[config.mk]
export PLATFORM = sky130hd
export DESIGN_NAME = seq_detector_prog_flat
export DESIGN_NICKNAME = d
export VERILOG_FILES = /design/src/rtl/seq_detector_prog_if.sv /design/src/rtl/seq_detector_prog.sv /design/src/flat_wrapper.sv
export SDC_FILE = /design/constraint.sdc
export NUM_CORES = 1
export LEC_CHECK = 0
export BUFFER_PORTS_ARGS = -buffer_cell sky130_fd_sc_hd__buf_2
export CELL_PAD_IN_SITES_DETAIL_PLACEMENT = 0
export CELL_PAD_IN_SITES_GLOBAL_PLACEMENT = 1
export CORE_MARGIN = 2
export CORE_UTILIZATION = 42
export DETAILED_ROUTE_END_ITERATION = 8
export PLACE_DENSITY = 0.85
export SYNTH_ARGS = -nofsm -noshare
export SYNTH_HDL_FRONTEND = slang
export SYNTH_SLANG_ARGS = --single-unit
export TNS_END_PERCENT = 30
[constraint.sdc]
create_clock -name clk -period 3 [get_ports clk]
set_clock_uncertainty 0.2 [all_clocks]
set_input_delay 0.6 -clock clk [delete_from_list [all_inputs] [get_ports clk]]
set_output_delay 0.6 -clock clk [all_outputs]
set_load 0.005 [all_outputs]
[src/rtl/seq_detector_prog_if.sv]
// Signal bundle for the programmable serial pattern detector: configuration,
// serial data stream, counter control and the detector's result outputs.
interface seq_detector_prog_if #(
  parameter int MAX_LEN = 8,
  parameter int CNT_W   = 8
);
  localparam int LEN_W = $clog2(MAX_LEN + 1);

  logic               cfg_load;
  logic [MAX_LEN-1:0] cfg_pattern;
  logic [LEN_W-1:0]   cfg_len;
  logic               cfg_overlap;
  logic               cfg_err;
  logic               in_valid;
  logic               data_in;
  logic               cnt_clr;
  logic               detected;
  logic [CNT_W-1:0]   match_count;

  // Master drives configuration and data, slave is the detector.
  modport master (
    output cfg_load, cfg_pattern, cfg_len, cfg_overlap,
    output in_valid, data_in, cnt_clr,
    input  cfg_err, detected, match_count
  );

  modport slave (
    input  cfg_load, cfg_pattern, cfg_len, cfg_overlap,
    input  in_valid, data_in, cnt_clr,
    output cfg_err, detected, match_count
  );
endinterface

[src/rtl/seq_detector_prog.sv]
// Runtime-programmable serial bit-pattern detector. Keeps a history shift
// register of accepted bits (newest at LSB) and compares its low len bits
// against the loaded pattern. Reports each match as a registered one-cycle
// pulse, counts matches with saturation and flags rejected configurations.
module seq_detector_prog #(
  parameter int                 MAX_LEN     = 8,
  parameter int                 CNT_W       = 8,
  parameter logic [MAX_LEN-1:0] DEFAULT_PAT = MAX_LEN'(8'h15),
  parameter int                 DEFAULT_LEN = 5,
  parameter bit                 DEFAULT_OVL = 1'b1
) (
  input  logic                 clk,
  input  logic                 reset,
  seq_detector_prog_if.slave   bus
);

  localparam int               LEN_W     = $clog2(MAX_LEN + 1);
  localparam logic [LEN_W-1:0] MAX_LEN_L = LEN_W'(MAX_LEN);
  localparam logic [LEN_W-1:0] DEF_LEN_L = LEN_W'(DEFAULT_LEN);

  // Architectural state
  logic [MAX_LEN-1:0] pat_q,  pat_d;
  logic [LEN_W-1:0]   len_q,  len_d;
  logic               ovl_q,  ovl_d;
  logic [MAX_LEN-1:0] hist_q, hist_d;
  logic [LEN_W-1:0]   fill_q, fill_d;
  logic               det_q,  det_d;
  logic [CNT_W-1:0]   cnt_q,  cnt_d;
  logic               err_q,  err_d;

  // Datapath helpers
  logic               cfg_ok;
  logic               accept;
  logic               match;
  logic [MAX_LEN-1:0] hist_n;
  logic [LEN_W-1:0]   fill_n;
  logic [MAX_LEN-1:0] len_mask;

  // Match evaluation for the bit presented this cycle.
  always_comb begin
    cfg_ok = (bus.cfg_len != '0) && (bus.cfg_len <= MAX_LEN_L);
    // A valid cfg_load clears history, so the bit in that cycle is dropped;
    // a rejected load leaves the data path untouched.
    accept = bus.in_valid && !(bus.cfg_load && cfg_ok);
    hist_n = {hist_q[MAX_LEN-2:0], bus.data_in};
    fill_n = (fill_q == MAX_LEN_L) ? fill_q : fill_q + LEN_W'(1);
    // Bits at or above len are don't-care in the comparison.
    for (int i = 0; i < MAX_LEN; i++) begin
      len_mask[i] = (LEN_W'(i) < len_q);
    end
    match = accept && (fill_n >= len_q) && (((hist_n ^ pat_q) & len_mask) == '0);
  end

  // Next-state logic for configuration, history, pulses and counter.
  always_comb begin
    // NOTE: every target gets a default first so no path can infer a latch.
    pat_d  = pat_q;
    len_d  = len_q;
    ovl_d  = ovl_q;
    hist_d = hist_q;
    fill_d = fill_q;
    cnt_d  = cnt_q;
    det_d  = match;
    err_d  = bus.cfg_load && !cfg_ok;

    if (bus.cfg_load && cfg_ok) begin
      pat_d  = bus.cfg_pattern;
      len_d  = bus.cfg_len;
      ovl_d  = bus.cfg_overlap;
      hist_d = '0;
      fill_d = '0;
    end else if (accept) begin
      hist_d = hist_n;
      // Non-overlap mode forgets the matched bits so the next match needs
      // len fresh bits.
      fill_d = (match && !ovl_q) ? '0 : fill_n;
    end

    if (bus.cnt_clr) begin
      cnt_d = match ? CNT_W'(1) : '0;
    end else if (match && !(&cnt_q)) begin
      cnt_d = cnt_q + CNT_W'(1);
    end
  end

  // State register with asynchronous active-high reset to the defaults.
  always_ff @(posedge clk or posedge reset) begin
    if (reset) begin
      pat_q  <= DEFAULT_PAT;
      len_q  <= DEF_LEN_L;
      ovl_q  <= DEFAULT_OVL;
      hist_q <= '0;
      fill_q <= '0;
      det_q  <= 1'b0;
      cnt_q  <= '0;
      err_q  <= 1'b0;
    end else begin
      // NOTE: non-blocking assignments so every flop samples pre-edge values.
      pat_q  <= pat_d;
      len_q  <= len_d;
      ovl_q  <= ovl_d;
      hist_q <= hist_d;
      fill_q <= fill_d;
      det_q  <= det_d;
      cnt_q  <= cnt_d;
      err_q  <= err_d;
    end
  end

  assign bus.detected    = det_q;
  assign bus.match_count = cnt_q;
  assign bus.cfg_err     = err_q;

endmodule
[src/flat_wrapper.sv]
// flat-port wrapper written by rule: the top's interface ports become plain ports
module seq_detector_prog_flat 
#(
  parameter int                 MAX_LEN     = 8,
  parameter int                 CNT_W       = 8,
  parameter logic [MAX_LEN-1:0] DEFAULT_PAT = MAX_LEN'(8'h15),
  parameter int                 DEFAULT_LEN = 5,
  parameter bit                 DEFAULT_OVL = 1'b1
)
  (clk, reset, bus_cfg_load, bus_cfg_pattern, bus_cfg_len, bus_cfg_overlap, bus_in_valid, bus_data_in, bus_cnt_clr, bus_cfg_err, bus_detected, bus_match_count);
  seq_detector_prog_if #(.MAX_LEN(MAX_LEN), .CNT_W(CNT_W)) bus_i ();
  input  logic clk;
  input  logic reset;
  input wire logic [$bits(bus_i.cfg_load)-1:0] bus_cfg_load;
  input wire logic [$bits(bus_i.cfg_pattern)-1:0] bus_cfg_pattern;
  input wire logic [$bits(bus_i.cfg_len)-1:0] bus_cfg_len;
  input wire logic [$bits(bus_i.cfg_overlap)-1:0] bus_cfg_overlap;
  input wire logic [$bits(bus_i.in_valid)-1:0] bus_in_valid;
  input wire logic [$bits(bus_i.data_in)-1:0] bus_data_in;
  input wire logic [$bits(bus_i.cnt_clr)-1:0] bus_cnt_clr;
  output wire logic [$bits(bus_i.cfg_err)-1:0] bus_cfg_err;
  output wire logic [$bits(bus_i.detected)-1:0] bus_detected;
  output wire logic [$bits(bus_i.match_count)-1:0] bus_match_count;
  assign bus_i.cfg_load = bus_cfg_load;
  assign bus_i.cfg_pattern = bus_cfg_pattern;
  assign bus_i.cfg_len = bus_cfg_len;
  assign bus_i.cfg_overlap = bus_cfg_overlap;
  assign bus_i.in_valid = bus_in_valid;
  assign bus_i.data_in = bus_data_in;
  assign bus_i.cnt_clr = bus_cnt_clr;
  assign bus_cfg_err = bus_i.cfg_err;
  assign bus_detected = bus_i.detected;
  assign bus_match_count = bus_i.match_count;
  seq_detector_prog #(.MAX_LEN(MAX_LEN), .CNT_W(CNT_W), .DEFAULT_PAT(DEFAULT_PAT), .DEFAULT_LEN(DEFAULT_LEN), .DEFAULT_OVL(DEFAULT_OVL)) u_core (.clk(clk), .reset(reset), .bus(bus_i));
endmodule
==> key figures <==
Synthesis
  • Ys async rst share: 100%
  • Dominant cells by area after synthesis: dfrtp_1 (38%), dfstp_2 (8.6%), nand2_1 (7.1%), ha_1 (4.8%), mux2i_1 (4.4%)
  • EDFF count, synth: 0
  • Synth Warn #: 0
  • Top_reg_cell synth: dfrtp_1
  • Post-synth top cells: nand2_1 (35), dfrtp_1 (28), nand3_1 (14)
  • Synth cell types: 39
  • Synthesized area: 1840 um2
  • Count leader, synth: nand2_1
  • Syn_nets: 224
  • Post-synthesis register bit count: 34
  • Largest area contributor in the netlist: dfrtp_1
  • Avg Cell Area, Syn: 9.29 um2
  • Cell count after synthesis: 198
  • Synth top area share: 38.1%
  • Post-synthesis sequential area ratio: 46.7%

Worst setup path
  • RR Startpoint: u_core.fill_q[0]
  • CP Capture Type: register
  • R2R Setup Slk: 0.16 ns
  • Slowest stage delay, CP: 0.53 ns
  • Worst Setup SP: u_core.fill_q[0]
  • CP max stage cell: or3_2
  • CP Max Fanout: 5
  • Crit path required time: 3.00 ns
  • Critical path class: register to register
  • CP Cell Sequence: inv_1 > ha_1 > nand2_1 > nor2_1 > xnor2_1 > ha_1 > nand2b_1 > a211oi_1 > o21ba_2 > or3_2 > inv_2 > a41oi_1 > a211oi_1
  • Arrival time of the worst setup path: 2.84 ns
  • Startpoint types: register

Clocking
  • Cts bufs inserted: 5
  • Max clock buf depth: 2
  • TritonCTS clock tree: done
  • CTS sink cnt: 34
  • Htree depth: 2
  • Clk slew on worst S/H paths: 0.07 ns
  • Clk_lat worst skew: 0.29 ns
  • Clock Tree Root: clkbuf_8
  • Hold-fix buffers, CTS: 0

Global routing
  • Largest net degree at the start of global routing: 35
  • GRT Overall Usage: 16.4%
  • GRT overflow: 0
  • Antenna violations before repair: 0
  • Vias in the first global route: 1,428
  • Global-route wire length before repair: 6420 um

Routing
  • DRT Pass-1 Iters: 6
  • Residual DRC: 0
  • Top Metal Used: met4
  • DR vias: 1,492
  • WL final: 3600 um
  • Length of routed met2 wiring: 1710 um
  • Met3 WL: 114 um
  • Initial drt markers: 119
  • Final antenna-violating net count: 0
  • M1 WL: 1720 um
  • Avg Vias per Cell: 5.31
  • Per-cell routed wire length: 12.8 um

Final layout
  • Fillers: 419
  • Final nets: 254
  • Area grow syn2layout: 16.1%
  • Share of layout cells above drive strength 1: 24.0%
  • Ant. Diodes: 0
  • Fin cells: 281

Floorplan
  • Core Rows: 24
  • Die Ht: 70.2 um
  • Initial Util: 42.8%
  • Placeable Area: 4290 um2
  • I/O Pins: 29
  • DIE AREA: 4920 um2
  • DIE WIDTH: 70.2 um

Power
  • Pwr Total: 1.22 mW
  • Clock network fraction of design power: 32.5%
  • Leak: 1.08 nW
  • P_int: 0.862 mW
  • Sw frac: 29.5%
  • Worst IR Drop VDD: 0.269 mV
  • PD cells: 572 nW/um2
  • Sequential power share: 46.1%
  • Sw power: 0.360 mW
  • Logic pwr share: 21.4%

STA
  • Max Slew Vio Count: 0
  • Final setup margin: 0.163 ns
  • Max Fclk: 352 MHz
  • Final setup fails: 0
  • Unrepaired setup endpoints after global routing: true
  • Shortest period the worst path allows: 2.84 ns
  • Slew @ Worst Pin: 0.781 ns
  • Relative slew slack: 47.9%
  • Hold Fails Final Rpt: 0
  • Fin crit share: 94.6%

Status
  • Status: finished clean

Placed design
  • Routability cong.: 0.759
  • IO buf count: 28
  • Dpl cells: 272
  • Hpwl dp: 2560 um
  • Pre-CTS WS: 0.150 ns

Job
  • Max-capacitance violation count: 0

Hold path
  • HP Class: input port to asynchronous set/reset pin
## path summary, 6_finish.rpt
check	to	depth (start not counted)
max	u_core.bus.match_count[6]	13
min	u_core.pat_q[3]	3
max reg2reg	u_core.bus.match_count[6]	13
min reg2reg	u_core.ovl_q	2
max in group asynchronous	u_core.len_q[2]	3
min in group clk	u_core.ovl_q	2
## sequential cells by signal, summed over array words and instances (netlist names)
name and cells:
u_core.bus.match_count 8, u_core.pat_q 8, u_core.hist_q 7, u_core.fill_q 4
u_core.len_q 4, u_core.bus.cfg_err 1, u_core.bus.detected 1, u_core.ovl_q 1
## critical path, delay by kind of cell (launching register included)
family | cells | cell delay [ns]
AO/OA/AOI/OAI | 4 | 0.59
XOR/XNOR | 1 | 0.15
buffers and inverters | 2 | 0.20
AND/OR/NAND/NOR | 4 | 0.75
flip-flops | 1 | 0.38
adder cells (fa/ha/maj) | 2 | 0.48
## placed cells by master, fill, tap and decap left out, types with 3 or more instances in the layout
cell and count:
nand2_1 35, buf_2 28, dfrtp_1 28, nand3_1 14
nor2_1 12, o21ai_0 12, inv_1 11, a21oi_1 10
xor2_1 8, clkbuf_8 8, mux2i_1 7, ha_1 7
dfstp_2 6, and3_1 5, o31ai_1 4, or4_1 3
buf_4 3
## area by class of cell
class | instances | area, um2 | area share (%)
flip-flops and latches | 34 | 858 | 40.2
clock buffers | 8 | 110 | 5.16
multi-input cells | 144 | 895 | 41.9
inverters | 12 | 45.0 | 2.11
repair buffers | 31 | 163 | 7.62
well taps | 52 | 65.1 | 3.05
## power by group through the flow
stage	combinational, mW	sequential [mW]	clock (mW)
after floorplan	0.205	0.554	0
after global placement	0.251	0.570	0
after detailed placement	0.257	0.570	0
after CTS	0.259	0.563	0.406
after global routing	0.305	0.572	0.428
final	0.262	0.563	0.397
## metal layers
metal,vias to the layer above,GRT usage [%]
met4,0,7.69
met2,21,25.8
li1,751,-
met1,715,21.4
met3,5,3.61
met5,-,0
## metrics by stage
step / instance area, um2 / utilization [%] / hold WS [ns] / TNS (ns)
after floorplan: 1840 / - / 0.239 / 0
after global placement: 2010 / 46.9 / 0.253 / 0
after detailed placement: 2010 / 46.9 / 0.252 / 0
after CTS: 2120 / 49.5 / 0.206 / 0
after global routing: 2140 / 49.7 / 0.233 / -0.00156
final: 2140 / 49.7 / 0.192 / 0
## repair_timing
item	CTS	global route
gates resized for setup	0	1
buffers inserted	0	1
setup endpoints to repair	0	4
## kinds of logic (layout without fill, tap and decap cells)
| group | Yosys count | after routing | share of synthesized area [%] |
|---|---|---|---|
| buffers and inverters | 20 | 51 | 4.90 |
| multiplexers | 8 | 8 | 4.35 |
| AND/OR/NAND/NOR | 80 | 80 | 20.8 |
| XOR/XNOR | 10 | 10 | 4.76 |
| adder cells (fa/ha/maj) | 7 | 7 | 4.76 |
| AO/OA/AOI/OAI | 39 | 39 | 13.7 |
| flip-flops | 34 | 34 | 46.7 |
Note: power is estimated with default switching activity, not from simulation.
